[src/rtl/string_diff_if.sv]
// Request/result bundle between the sequencer and string_diff.
// The sequencer holds the master side; string_diff holds the slave side.
interface string_diff_if #(
   parameter int unsigned ADDR_WIDTH = 14,
   parameter int unsigned CNT_WIDTH  = 3
);
   logic                  vld_i;
   logic [ADDR_WIDTH-1:0] a_i;
   logic [ADDR_WIDTH-1:0] b_i;
   logic                  rdy_o;
   logic                  done_o;
   logic [CNT_WIDTH-1:0]  mismatches_o;
   logic                  almost_match_o;
   logic                  first_vld_o;
   logic [ADDR_WIDTH-1:0] first_pos_o;
   logic [ADDR_WIDTH-1:0] len_o;
   logic                  len_mismatch_o;

   modport master (
      output vld_i, a_i, b_i,
      input  rdy_o, done_o, mismatches_o, almost_match_o,
             first_vld_o, first_pos_o, len_o, len_mismatch_o
   );

   modport slave (
      input  vld_i, a_i, b_i,
      output rdy_o, done_o, mismatches_o, almost_match_o,
             first_vld_o, first_pos_o, len_o, len_mismatch_o
   );
endinterface

[src/rtl/string_diff.sv]
// Walks two null-terminated strings through one shared read port and counts
// differing positions with a saturating counter. Two cycles per position:
// RD_B fetches the B character while CMP compares it and prefetches the next
// A character, so the A read of the following position overlaps the compare.
module string_diff #(
   parameter int unsigned ADDR_WIDTH = 14,
   parameter int unsigned DATA_WIDTH = 8,
   parameter int unsigned CNT_WIDTH  = 3,
   parameter bit          EARLY_EXIT = 1'b0,
   parameter int unsigned LIMIT      = 2
) (
   input  logic                  clk_i,
   input  logic                  rst_ni,
   string_diff_if.slave          bus,
   output logic [ADDR_WIDTH-1:0] mem_raddr_o,
   output logic                  mem_ren_o,
   input  logic [DATA_WIDTH-1:0] mem_rdat_i
);

   typedef enum logic [2:0] {
      IDLE,
      RD_A,
      RD_B,
      CMP,
      DONE
   } state_e;

   localparam logic [ADDR_WIDTH-1:0] ADDR_ONE = ADDR_WIDTH'(1);
   localparam logic [CNT_WIDTH-1:0]  CNT_ONE  = CNT_WIDTH'(1);
   localparam logic [CNT_WIDTH-1:0]  CNT_MAX  = '1;
   localparam logic [CNT_WIDTH-1:0]  LIMIT_C  = CNT_WIDTH'(LIMIT);

   state_e                state_q, state_d;
   logic [ADDR_WIDTH-1:0] aptr_q, aptr_d;
   logic [ADDR_WIDTH-1:0] bptr_q, bptr_d;
   logic [DATA_WIDTH-1:0] tmp_q, tmp_d;
   logic [ADDR_WIDTH-1:0] pos_q, pos_d;
   logic [CNT_WIDTH-1:0]  cnt_q, cnt_d;
   logic                  first_vld_q, first_vld_d;
   logic [ADDR_WIDTH-1:0] first_pos_q, first_pos_d;
   logic [ADDR_WIDTH-1:0] len_q, len_d;
   logic                  len_mm_q, len_mm_d;

   logic                  a_end;
   logic                  b_end;
   logic                  mismatch;
   logic [CNT_WIDTH-1:0]  cnt_upd;
   logic                  term;

   // Next-state, read-port drive and result updates.
   always_comb begin
      state_d     = state_q;
      aptr_d      = aptr_q;
      bptr_d      = bptr_q;
      tmp_d       = tmp_q;
      pos_d       = pos_q;
      cnt_d       = cnt_q;
      first_vld_d = first_vld_q;
      first_pos_d = first_pos_q;
      len_d       = len_q;
      len_mm_d    = len_mm_q;
      mem_raddr_o = '0;
      mem_ren_o   = 1'b0;

      // In CMP, tmp_q holds the A character and mem_rdat_i the B character.
      a_end    = (tmp_q == '0);
      b_end    = (mem_rdat_i == '0);
      mismatch = (tmp_q != mem_rdat_i);
      cnt_upd  = (mismatch && (cnt_q != CNT_MAX)) ? cnt_q + CNT_ONE : cnt_q;
      term     = a_end || b_end || (EARLY_EXIT && (cnt_upd >= LIMIT_C));

      case (state_q)
         IDLE: begin
            if (bus.vld_i) begin
               state_d     = RD_A;
               aptr_d      = bus.a_i;
               bptr_d      = bus.b_i;
               pos_d       = '0;
               cnt_d       = '0;
               first_vld_d = 1'b0;
               first_pos_d = '0;
               len_d       = '0;
               len_mm_d    = 1'b0;
            end
         end
         RD_A: begin
            mem_raddr_o = aptr_q;
            mem_ren_o   = 1'b1;
            aptr_d      = aptr_q + ADDR_ONE;
            state_d     = RD_B;
         end
         RD_B: begin
            mem_raddr_o = bptr_q;
            mem_ren_o   = 1'b1;
            bptr_d      = bptr_q + ADDR_ONE;
            tmp_d       = mem_rdat_i;
            state_d     = CMP;
         end
         CMP: begin
            // Prefetch the next A character; discarded if the walk ends here.
            mem_raddr_o = aptr_q;
            mem_ren_o   = 1'b1;
            aptr_d      = aptr_q + ADDR_ONE;
            pos_d       = pos_q + ADDR_ONE;
            cnt_d       = cnt_upd;
            if (mismatch && !first_vld_q) begin
               first_vld_d = 1'b1;
               first_pos_d = pos_q;
            end
            if (term) begin
               len_d    = pos_q;
               len_mm_d = a_end ^ b_end;
               state_d  = DONE;
            end else begin
               state_d  = RD_B;
            end
         end
         DONE: begin
            if (!bus.vld_i) begin
               state_d = IDLE;
            end
         end
         default: state_d = IDLE;
      endcase
   end

   // State and datapath registers; reset discards any partial walk.
   always_ff @(posedge clk_i or negedge rst_ni) begin
      if (!rst_ni) begin
         state_q     <= IDLE;
         aptr_q      <= '0;
         bptr_q      <= '0;
         tmp_q       <= '0;
         pos_q       <= '0;
         cnt_q       <= '0;
         first_vld_q <= 1'b0;
         first_pos_q <= '0;
         len_q       <= '0;
         len_mm_q    <= 1'b0;
      end else begin
         state_q     <= state_d;
         aptr_q      <= aptr_d;
         bptr_q      <= bptr_d;
         tmp_q       <= tmp_d;
         pos_q       <= pos_d;
         cnt_q       <= cnt_d;
         first_vld_q <= first_vld_d;
         first_pos_q <= first_pos_d;
         len_q       <= len_d;
         len_mm_q    <= len_mm_d;
      end
   end

   assign bus.rdy_o          = (state_q == IDLE);
   assign bus.done_o         = (state_q == DONE);
   assign bus.mismatches_o   = cnt_q;
   assign bus.almost_match_o = (cnt_q == CNT_ONE);
   assign bus.first_vld_o    = first_vld_q;
   assign bus.first_pos_o    = first_pos_q;
   assign bus.len_o          = len_q;
   assign bus.len_mismatch_o = len_mm_q;

endmodule

[src/flat_wrapper.sv]
// flat-port wrapper written by rule: the top's interface ports become plain ports
module string_diff_flat 
#(
   parameter int unsigned ADDR_WIDTH = 14,
   parameter int unsigned DATA_WIDTH = 8,
   parameter int unsigned CNT_WIDTH  = 3,
   parameter bit          EARLY_EXIT = 1'b0,
   parameter int unsigned LIMIT      = 2
)
  (clk_i, rst_ni, mem_raddr_o, mem_ren_o, mem_rdat_i, bus_vld_i, bus_a_i, bus_b_i, bus_rdy_o, bus_done_o, bus_mismatches_o, bus_almost_match_o, bus_first_vld_o, bus_first_pos_o, bus_len_o, bus_len_mismatch_o);
  string_diff_if #(.ADDR_WIDTH(ADDR_WIDTH), .CNT_WIDTH(CNT_WIDTH)) bus_i ();
  input  logic clk_i;
  input  logic rst_ni;
  output logic [ADDR_WIDTH-1:0] mem_raddr_o;
  output logic mem_ren_o;
  input  logic [DATA_WIDTH-1:0] mem_rdat_i;
  input wire logic [$bits(bus_i.vld_i)-1:0] bus_vld_i;
  input wire logic [$bits(bus_i.a_i)-1:0] bus_a_i;
  input wire logic [$bits(bus_i.b_i)-1:0] bus_b_i;
  output wire logic [$bits(bus_i.rdy_o)-1:0] bus_rdy_o;
  output wire logic [$bits(bus_i.done_o)-1:0] bus_done_o;
  output wire logic [$bits(bus_i.mismatches_o)-1:0] bus_mismatches_o;
  output wire logic [$bits(bus_i.almost_match_o)-1:0] bus_almost_match_o;
  output wire logic [$bits(bus_i.first_vld_o)-1:0] bus_first_vld_o;
  output wire logic [$bits(bus_i.first_pos_o)-1:0] bus_first_pos_o;
  output wire logic [$bits(bus_i.len_o)-1:0] bus_len_o;
  output wire logic [$bits(bus_i.len_mismatch_o)-1:0] bus_len_mismatch_o;
  assign bus_i.vld_i = bus_vld_i;
  assign bus_i.a_i = bus_a_i;
  assign bus_i.b_i = bus_b_i;
  assign bus_rdy_o = bus_i.rdy_o;
  assign bus_done_o = bus_i.done_o;
  assign bus_mismatches_o = bus_i.mismatches_o;
  assign bus_almost_match_o = bus_i.almost_match_o;
  assign bus_first_vld_o = bus_i.first_vld_o;
  assign bus_first_pos_o = bus_i.first_pos_o;
  assign bus_len_o = bus_i.len_o;
  assign bus_len_mismatch_o = bus_i.len_mismatch_o;
  string_diff #(.ADDR_WIDTH(ADDR_WIDTH), .DATA_WIDTH(DATA_WIDTH), .CNT_WIDTH(CNT_WIDTH), .EARLY_EXIT(EARLY_EXIT), .LIMIT(LIMIT)) u_core (.clk_i(clk_i), .rst_ni(rst_ni), .bus(bus_i), .mem_raddr_o(mem_raddr_o), .mem_ren_o(mem_ren_o), .mem_rdat_i(mem_rdat_i));
endmodule
[config.mk]
export PLATFORM = sky130hd
export DESIGN_NAME = string_diff_flat
export DESIGN_NICKNAME = d
export VERILOG_FILES = /design/src/rtl/string_diff_if.sv /design/src/rtl/string_diff.sv /design/src/flat_wrapper.sv
export SDC_FILE = /design/constraint.sdc
export NUM_CORES = 1
export LEC_CHECK = 0
export ABC_AREA = 1
export CORE_UTILIZATION = 30
export CTS_BUF_LIST = sky130_fd_sc_hd__clkbuf_8
export DETAILED_ROUTE_END_ITERATION = 10
export SLEW_MARGIN = 20
export SYNTH_ARGS = -nofsm -noshare
export SYNTH_HDL_FRONTEND = slang
export SYNTH_SLANG_ARGS = --single-unit
[constraint.sdc]
create_clock -name clk_i -period 1.9 [get_ports clk_i]
set_clock_uncertainty 0.05 [all_clocks]
set_input_delay 0.38 -clock clk_i [delete_from_list [all_inputs] [get_ports clk_i]]
set_output_delay 0.38 -clock clk_i [all_outputs]
set_load 0.03 [all_outputs]
; ---- After elaboration in Yosys (flattened, before gate mapping)
; Cells that the tools add are included.
[op_classes]
addsub = 4
n_eq_ne = 12
muxes = 24
bitwise_logic = 1
n_reduce_logical = 19
[op_table]
columns = op, count
row1 = 14-bit one-hot mux with 2 select lines, 6
row2 = 14-bit 2-to-1 mux, 5
row3 = 14-bit by 1-bit adder with 14-bit output (second input constant), 3
row4 = 8-bit logical NOT, 2
row5 = 3-bit 2-to-1 mux, 5
row6 = 3-bit one-hot mux with 5 select lines, 1
row7 = 3-bit AND reduction, 3
row8 = 8-bit inequality test, 1
row9 = 2-bit AND reduction, 4
row10 = 3-bit by 1-bit == test with 1-bit output (second input constant), 2
row11 = 3-bit by 2-bit == test with 1-bit output (second input constant), 2
row12 = 2-bit by 1-bit inequality test with 1-bit output (second input constant), 3
row13 = 3-bit one-hot mux with 2 select lines, 1
row14 = 2-bit nonzero test, 3
row15 = 1-bit 2-to-1 mux, 4
row16 = 2-bit inequality test (second input constant), 2
row17 = 1-bit one-hot mux with 2 select lines, 2
row18 = 3-bit by 1-bit adder with 3-bit output (second input constant), 1
row19 = 3-bit == test (second input constant), 1
row20 = 3-bit logical NOT, 1
row21 = 3-bit inequality test (second input constant), 1
row22 = 3-bit OR reduction, 1
row23 = 1-bit logical AND, 2
row24 = 2-bit OR reduction, 1
row25 = other kinds (3), 3
[totals]
register_bits = 86
elab_cells = 70

; ---- Longest topological paths before layout
; Gate-level depths: netlist of run 1.
[depth]
ltp_word = 4
depth_mapped = 12

; ---- Worst setup path before layout of run 1
; Ideal clock, no wire load.
[synth_timing]
path_type = flip-flop to output port
start = register u_core.state_q[2]
end = output mem_raddr_o[6]
arrival_time_ps = 1763
slack_ps = -293
stages_incl_launch_ff = 5
path_cell_list = dfrtp_1 > nor3_4 > inv_2 > clkbuf_1 > o21ai_0
[synth_via]
elab_chain_len = 3
[synth_rtl]
columns = item, line
row1 = from (decl), string_diff.sv:33  ; state_e state_q, state_d;
row2 = from (signal assigned), string_diff.sv:141  ; state_q <= state_d;
row3 = 3-bit by 1-bit == test with 1-bit output or 3-bit by 2-bit == test with 1-bit output (tied branches), string_diff.sv:72  ; case (state_q)
row4 = 2-bit OR reduction (no line), --
row5 = 14-bit one-hot mux with 2 select lines (*), string_diff.sv:72
row6 = to (decl), flat_wrapper.sv:14  ; output logic [ADDR_WIDTH-1:0] mem_raddr_o;
; Mark *: on every way between the ends. The rest lies on a longest branch, timed or not.

; ---- Worst setup path in the final report of run 1
[layout_timing]
start = register u_core.state_q[2]
end = output mem_raddr_o[8]
; Same word-level chain as after synthesis.

==> results of run 1 <==
-- how the worst min path moves through the flow --
stage                                end  slack [ns]  cells past startpoint
2_1_floorplan           u_core.aptr_q[0]        0.03                      0
3_3_place_gp   u_core.bus.first_pos_o[0]        0.41                      2
3_5_place_dp   u_core.bus.first_pos_o[5]        0.41                      2
4_1_cts        u_core.bus.first_pos_o[5]        0.43                      2
5_1_grt                  u_core.tmp_q[7]        0.34                      4
6_report                 u_core.tmp_q[7]        0.32                      4
-- Yosys cell counts, types with 4 or more instances --
library cell  count
ha_1              7
nand2_1         156
clkbuf_1          8
buf_2            11
mux2_4            5
o22ai_1          14
inv_2             8
mux2_2            7
a31oi_1           7
nor2_1           57
nand4_1           7
o21ai_1           4
a21oi_1           9
inv_1            79
o21ai_0          52
xnor2_1           4
nand3_1          55
dfrtp_1          86
nor3_1           10
-- worst max-delay path, delay by kind of cell (launching register included) --
family                 cells  cell delay [ns]
AO/OA/AOI/OAI              1             0.08
buffers and inverters      3             0.41
flip-flops                 1             0.47
AND/OR/NAND/NOR            2             0.30
-- layout make-up --
| cell class | instances | share of cell area (%) |
|---|---|---|
| multi-input cells | 426 | 34.6 |
| flip-flops and latches | 86 | 31.1 |
| repair buffers | 155 | 22.3 |
| inverters | 88 | 4.91 |
| well taps | 211 | 3.81 |
| clock buffers | 9 | 1.79 |
| clock inverters | 7 | 1.48 |
| repair inverters | 1 | 0.0541 |
-- layer usage --
metal	part of all wire (%)	global-route usage, %	vias up
met2	47	28.3	101
li1	-	-	2320
met5	0	0	-
met1	47	24.3	2146
met3	4.2	3.13	21
met4	2.3	6.57	0
-- sequential cells by signal, summed over array words and instances, names as in the netlist, 3 cells and up --
signal	flops
u_core.bptr_q	14
u_core.aptr_q	14
u_core.bus.mismatches_o	3
u_core.bus.len_o	14
u_core.bus.first_pos_o	14
u_core.tmp_q	8
u_core.state_q	3
u_core.pos_q	14
-- power by group --
group          internal [mW]  total [mW]  leakage [nW]  switching (mW)
logic                   2.97        7.01          2.49            4.04
registers               2.46        3.07          1.10           0.608
clock network          0.756        1.51         0.111           0.754
total                   6.18        11.6          3.71            5.40
-- kinds of logic (layout without fill, tap and decap cells) --
logic type,Yosys count,in the layout,share of synthesized area (%)
AO/OA/AOI/OAI,97,97,11.4
XOR/XNOR,7,7,1.29
adder cells (fa/ha/maj),7,7,1.84
buffers and inverters,111,260,9.46
flip-flops,86,86,45.2
multiplexers,12,12,3.23
AND/OR/NAND/NOR,302,303,27.6
-- through the flow --
stage | total power, mW | hold WS, ns | cells | worst slack (ns)
3_5_place_dp | 9.01 | 0.408 | 947 | -0.567
3_3_place_gp | 8.97 | 0.408 | 947 | -0.544
2_1_floorplan | 6.64 | 0.0344 | 622 | -0.154
4_1_cts | 11.2 | 0.433 | 975 | -0.178
6_report | 11.6 | 0.318 | 983 | -0.182
5_1_grt | 12.4 | 0.342 | 983 | -0.245
-- timing repair --
item | CTS | global route
endpoints found under the hold margin | 45 | 0
gates resized for setup | 53 | 47
pin swaps | 4 | 9
hold buffers | 1 | 0
cloned | 3 | 0
setup endpoints to repair | 37 | 54
buffers inserted | 8 | 8
==> summary.md, run 1 <==
| Metric | Value |
|---|---|
| CTS clock-pin slew for the worst setup and hold paths | approximately 0.090 ns |
| Max-Cap Viols | 0 |
| Top cell type's share of synthesized area | 45.2% |
| Mapped Area | 0.00476 mm2 |
| Max Root-Sink Buffers | 2 |
| Seq. cell area | 0.00216 mm2 |
| Final Cycle Share | 110% |
| R2R cell count | 7 |
| Reg2reg start | u_core.tmp_q[6] |
| Initial antenna violation count | 0 |
| Die span in y | between 100 and 150 um |
| Final nets | 813 |
| Total number of vias | 4588 |
| Starting Density | 31.0% |
| Seq cells post-synth | 86 |
| Most used cell, CP | buf_6 |
| Critical path origin | u_core.state_q[2] |
| Worst Min Path Start | mem_rdat_i[7] |
| Setup crit end kind | output port |
| H-tree levels | 3 |
| Worst slew pin tran | 0.478 ns |
| Total wire length | 13800 um |
| Largest net degree at the start of global routing | 87 |
| Worst path required time | about 1.5 ns |
| Post-synthesis sequential area ratio | 45.2% |
| P&R area growth vs syn | 45.7% |
| CTS sink cnt | 86 |
| ANT nets after route | 0 |
| Total congestion overflow | 0 |
| GP Congestion | 0.831 |
| Row Count | 45 |
| Critical-path maximum fanout | 7 |
| Area of the die | about 0.016 mm2 |
| Routed WL per cell | 14.1 um |
| Worst stage delay on the critical path | approximately 0.47 ns |
| Post-Syn Nets | 668 |
| Most frequent cells in the layout | nand2_1, dfrtp_1, inv_1 |
| Largest area contributor in the netlist | dfrtp_1 |
| Util after Layout | 45.1% |
| Vias in the first global route | 4385 |
| R2r setup slk | 0.08 ns |
| Final HPWL DP | slightly below 10000 um |
| # DRC | 0 |
| CP Cell Sequence | nor3_4 -> buf_6 -> buf_12 -> nand2_4 -> o21ai_2 -> buf_6 |
| Layout cells sized above 1 | 21.0% |
| Failing checks | negative setup slack |
| Post-DR vias/cell | 4.67 |
| Worst min path class | input port to flip-flop |
| Power per cell area | 1670 mW/mm2 |
| Setup crit end | mem_raddr_o[8] |
| Syn Inst Count | 622 |
| Leak Pwr | 3.71 nW |
| I/O Buffers | 89 |
| Max stage delay cell, worst path | dfrtp_2 |
| Critical Path Start Type | flip-flop |
| Ys flop type | dfrtp_1 |
| Top cells by area, synth | dfrtp_1, nand2_1, inv_1 |
| Synth cell types | 40 |
| First-pass GRT wire length | between 20000 and 25000 um |
| Maximum VDD drop | 0.000644 V |
| Status | complete, but fails checks |
| Post-synth EDFFs | 0 |
| IO Pins | 90 |
| Fin. Hold Viols | 0 |
| Async set-or-reset flop fraction in the synthesized netlist | 100% |
| TritonCTS clock tree | yes |
| Fin Setup TNS | -1.99 ns |
| Core Area | 0.0154 mm2 |
| Clk_lat worst skew | 0.39 ns |
| DIE WIDTH | 128 um |
| Fin area | 0.00694 mm2 |
| Final slew viol count | 0 |
| Slew headroom | 68.1% |
| WS Path Type | flip-flop to output port |
| DR iter-0 viols | 308 |
| Clk root buf | clkbuf_8 |
| TritonCTS Buffers | 9 |
| Placed Area | 0.00620 mm2 |
| Fillers | about 1500 |
| RSZ-0062 raised after global routing | yes |
| Worst Path Arrival | about 1.7 ns |
| Fmax achieved | 480 MHz |
| Min Tclk post-route | between 2 and 2.5 ns |
| First-pass detailed-route iteration total | 5 |
| Most common cell after layout, fill and taps aside | nand2_1 |
| Syn Area/Cell | around 7.7 um2 |
| YS warnings | 0 |
| Worst R2R End | u_core.bus.len_o[8] |
| Fin worst setup slack | -0.182 ns |
| Area of the multi-input gates | 0.00240 mm2 |
| Global Route Usage Sum | between 10% and 20% |
| Setup violators final | 15 |
| # diodes | 0 |
Note: power is estimated with default switching activity, not from simulation.
==> run 2, diff against run 1 <==
--- a/config.mk
+++ b/config.mk
@@ -6,6 +6,7 @@
 export NUM_CORES = 1
 export LEC_CHECK = 0
 export ABC_AREA = 1
+export CORE_MARGIN = 2
 export CORE_UTILIZATION = 30
 export CTS_BUF_LIST = sky130_fd_sc_hd__clkbuf_8
 export DETAILED_ROUTE_END_ITERATION = 10
==> run 2 against run 1 <==
  * Sequential power about the same
  * Wire length up 0.82%
  * Fmax shrank 0.75%
  * The run still ends with negative setup slack left
  * Critical path depth down 1
  * Combinational power is 2% higher
  * Sequential share of layout area shrank 0.11 points
  * Largest power group unchanged
  * Register-to-register slack barely moved
  * First-iteration DRC count is 8.1% higher
  * Final area grew 0.29%
  * Utilization decreased by 0.85 points
  * Setup slack lost 0.016 ns
==> summary.md, run 2 (same netlist as run 1, synthesis figures left out) <==
| Metric | Value |
|---|---|
| Layout cells sized above 1 | between 20% and 30% |
| TritonCTS clock tree | yes |
| Clk root buf | clkbuf_8 |
| # DRC | 0 |
| R2R cell count | 7 |
| Final Cycle Share | 110% |
| Worst Min Path Start | mem_rdat_i[7] |
| Final HPWL DP | 10100 um |
| Fin Setup TNS | -2.21 ns |
| Reg2reg start | u_core.tmp_q[6] |
| Largest net degree at the start of global routing | 35 |
| Total number of vias | 4673 |
| Slew headroom | 74.6% |
| Maximum VDD drop | about 0.00055 V |
| DIE WIDTH | 130 um |
| Fin. Hold Viols | 0 |
| Vias in the first global route | 4592 |
| Post-DR vias/cell | 4.71 |
| Status | complete, but fails checks |
| Leak Pwr | 3.59 nW |
| # diodes | 0 |
| P&R area growth vs syn | 46.1% |
| IO Pins | 90 |
| I/O Buffers | 89 |
| Finished Layout Cells | 993 |
| CTS sink cnt | 86 |
| Core Area | 0.0157 mm2 |
| GP Congestion | around 0.84 |
| Routed WL per cell | 14.0 um |
| Die span in y | between 100 and 150 um |
| First-pass GRT wire length | 22800 um |
| Worst R2R End | u_core.bus.len_o[8] |
| Final nets | 818 |
| Fmax achieved | 477 MHz |
| Global Route Usage Sum | 17.2% |
| Worst slew pin tran | ~0.38 ns |
| Final slew viol count | 0 |
| H-tree levels | 3 |
| Row Count | 46 |
| Power per cell area | 1670 mW/mm2 |
| ANT nets after route | 0 |
| Area of the die | ~0.017 mm2 |
| Critical path origin | u_core.state_q[2] |
| Clk_lat worst skew | 0.38 ns |
| Max Root-Sink Buffers | 2 |
| Worst path required time | around 1.5 ns |
| RSZ-0062 raised after global routing | yes |
| Most common cell after layout, fill and taps aside | nand2_1 |
| Critical Path Start Type | flip-flop |
| Max-Cap Viols | 0 |
| Worst Path Arrival | around 1.7 ns |
| Worst hold stages | 4 |
| Total congestion overflow | 0 |
| Fin worst setup slack | -0.198 ns |
| Setup crit end kind | output port |
| R2r setup slk | 0.08 ns |
| First-pass detailed-route iteration total | 5 |
| Setup violators final | 15 |
| Worst hold slack | 0.339 ns |
| Placed insts | 954 |
| Starting Density | just over 30% |
| Worst Hold End | u_core.tmp_q[7] |
| WS Path Type | flip-flop to output port |
| Most frequent cells in the layout | nand2_1, dfrtp_1, inv_1 |
| Critical-path maximum fanout | 11 |
| Initial antenna violation count | 0 |
| TritonCTS Buffers | 9 |
| Failing checks | negative setup slack |
| Total wire length | 13900 um |
| CTS clock-pin slew for the worst setup and hold paths | approximately 0.1 ns |
| DP Worst Slack | -0.578 ns |
| DR iter-0 viols | 333 |
| Min Tclk post-route | 2.10 ns |
| Worst min path class | input port to flip-flop |
[run 2: changes by cell type in the layout (fill, tap and decap cells not counted), moves of 2 or more]
| cell | change |
|---|---|
| clkdlybuf4s50_1 | +10 |
| dlymetal6s2s_1 | -7 |
| mux2_2 | -7 |
| mux2_4 | +7 |
| buf_4 | +4 |
| nand2_4 | +4 |
| dlygate4sd2_1 | -3 |
| o22ai_2 | -3 |
| inv_8 | +2 |
| nand2_2 | -2 |
| o21ai_4 | -2 |
| o22ai_4 | +2 |
[run 2: per-layer routing]
layer	vias to the layer above	global-route usage [%]	share of wire, %
met1	2220	23.0	47
met5	-	0	0
li1	2323	-	-
met2	109	28.3	47
met3	21	2.38	4.2
met4	0	6.83	2.2
[run 2: worst max-delay path: stages (launching register included)]
cell and delay (ns):
dfrtp_2 0.47, nor3_4 0.27, buf_6 0.15, inv_8 0.06, o21ai_2 0.18, buf_6 0.16
[run 2: worst max path at each step]
| stage | endpoint | slack, ns | cells after the start |
|---|---|---|---|
| global route | mem_raddr_o[3] | -0.28 | 6 |
| CTS | mem_raddr_o[3] | -0.19 | 6 |
| finish | mem_raddr_o[6] | -0.20 | 5 |
| detailed placement | u_core.bus.len_o[8] | -0.58 | 8 |
| floorplan | mem_raddr_o[11] | -0.15 | 4 |
| global placement | u_core.bus.len_o[6] | -0.54 | 8 |
[run 2: report_power, final]
group	switching [mW]	total (mW)	internal, mW
clock network	0.790	1.43	0.641
registers	0.589	3.04	2.46
logic	4.09	7.12	3.02
[run 2: cell type report]
cell class              count  area [um2]
well taps                 216         270
fillers                  1563        8760
clock buffers               9         124
flip-flops and latches     86        2150
repair inverters            1        3.75
repair buffers            160        1560
inverters                  88         343
clock inverters             7        86.3
multi-input cells         426        2420
[run 2: repair_timing]
| action | CTS | global route |
|---|---|---|
| hold endpoints to repair | 18 | 0 |
| setup endpoints to repair | 33 | 52 |
| gates cloned | 3 | 0 |
| resized for setup | 51 | 45 |
| hold buffers | 1 | 0 |
| buffers inserted | 12 | 8 |
| pin swaps | 6 | 11 |
[run 2: stage by stage]
stage               cell area (um2)  utilization (%)  power [mW]
floorplan                      4770                -        6.64
global placement               6230             39.7        9.05
detailed placement             6230             39.7        9.09
CTS                            6750             42.9        11.3
global route                   6960             44.3        12.4
finish                         6960             44.3        11.6
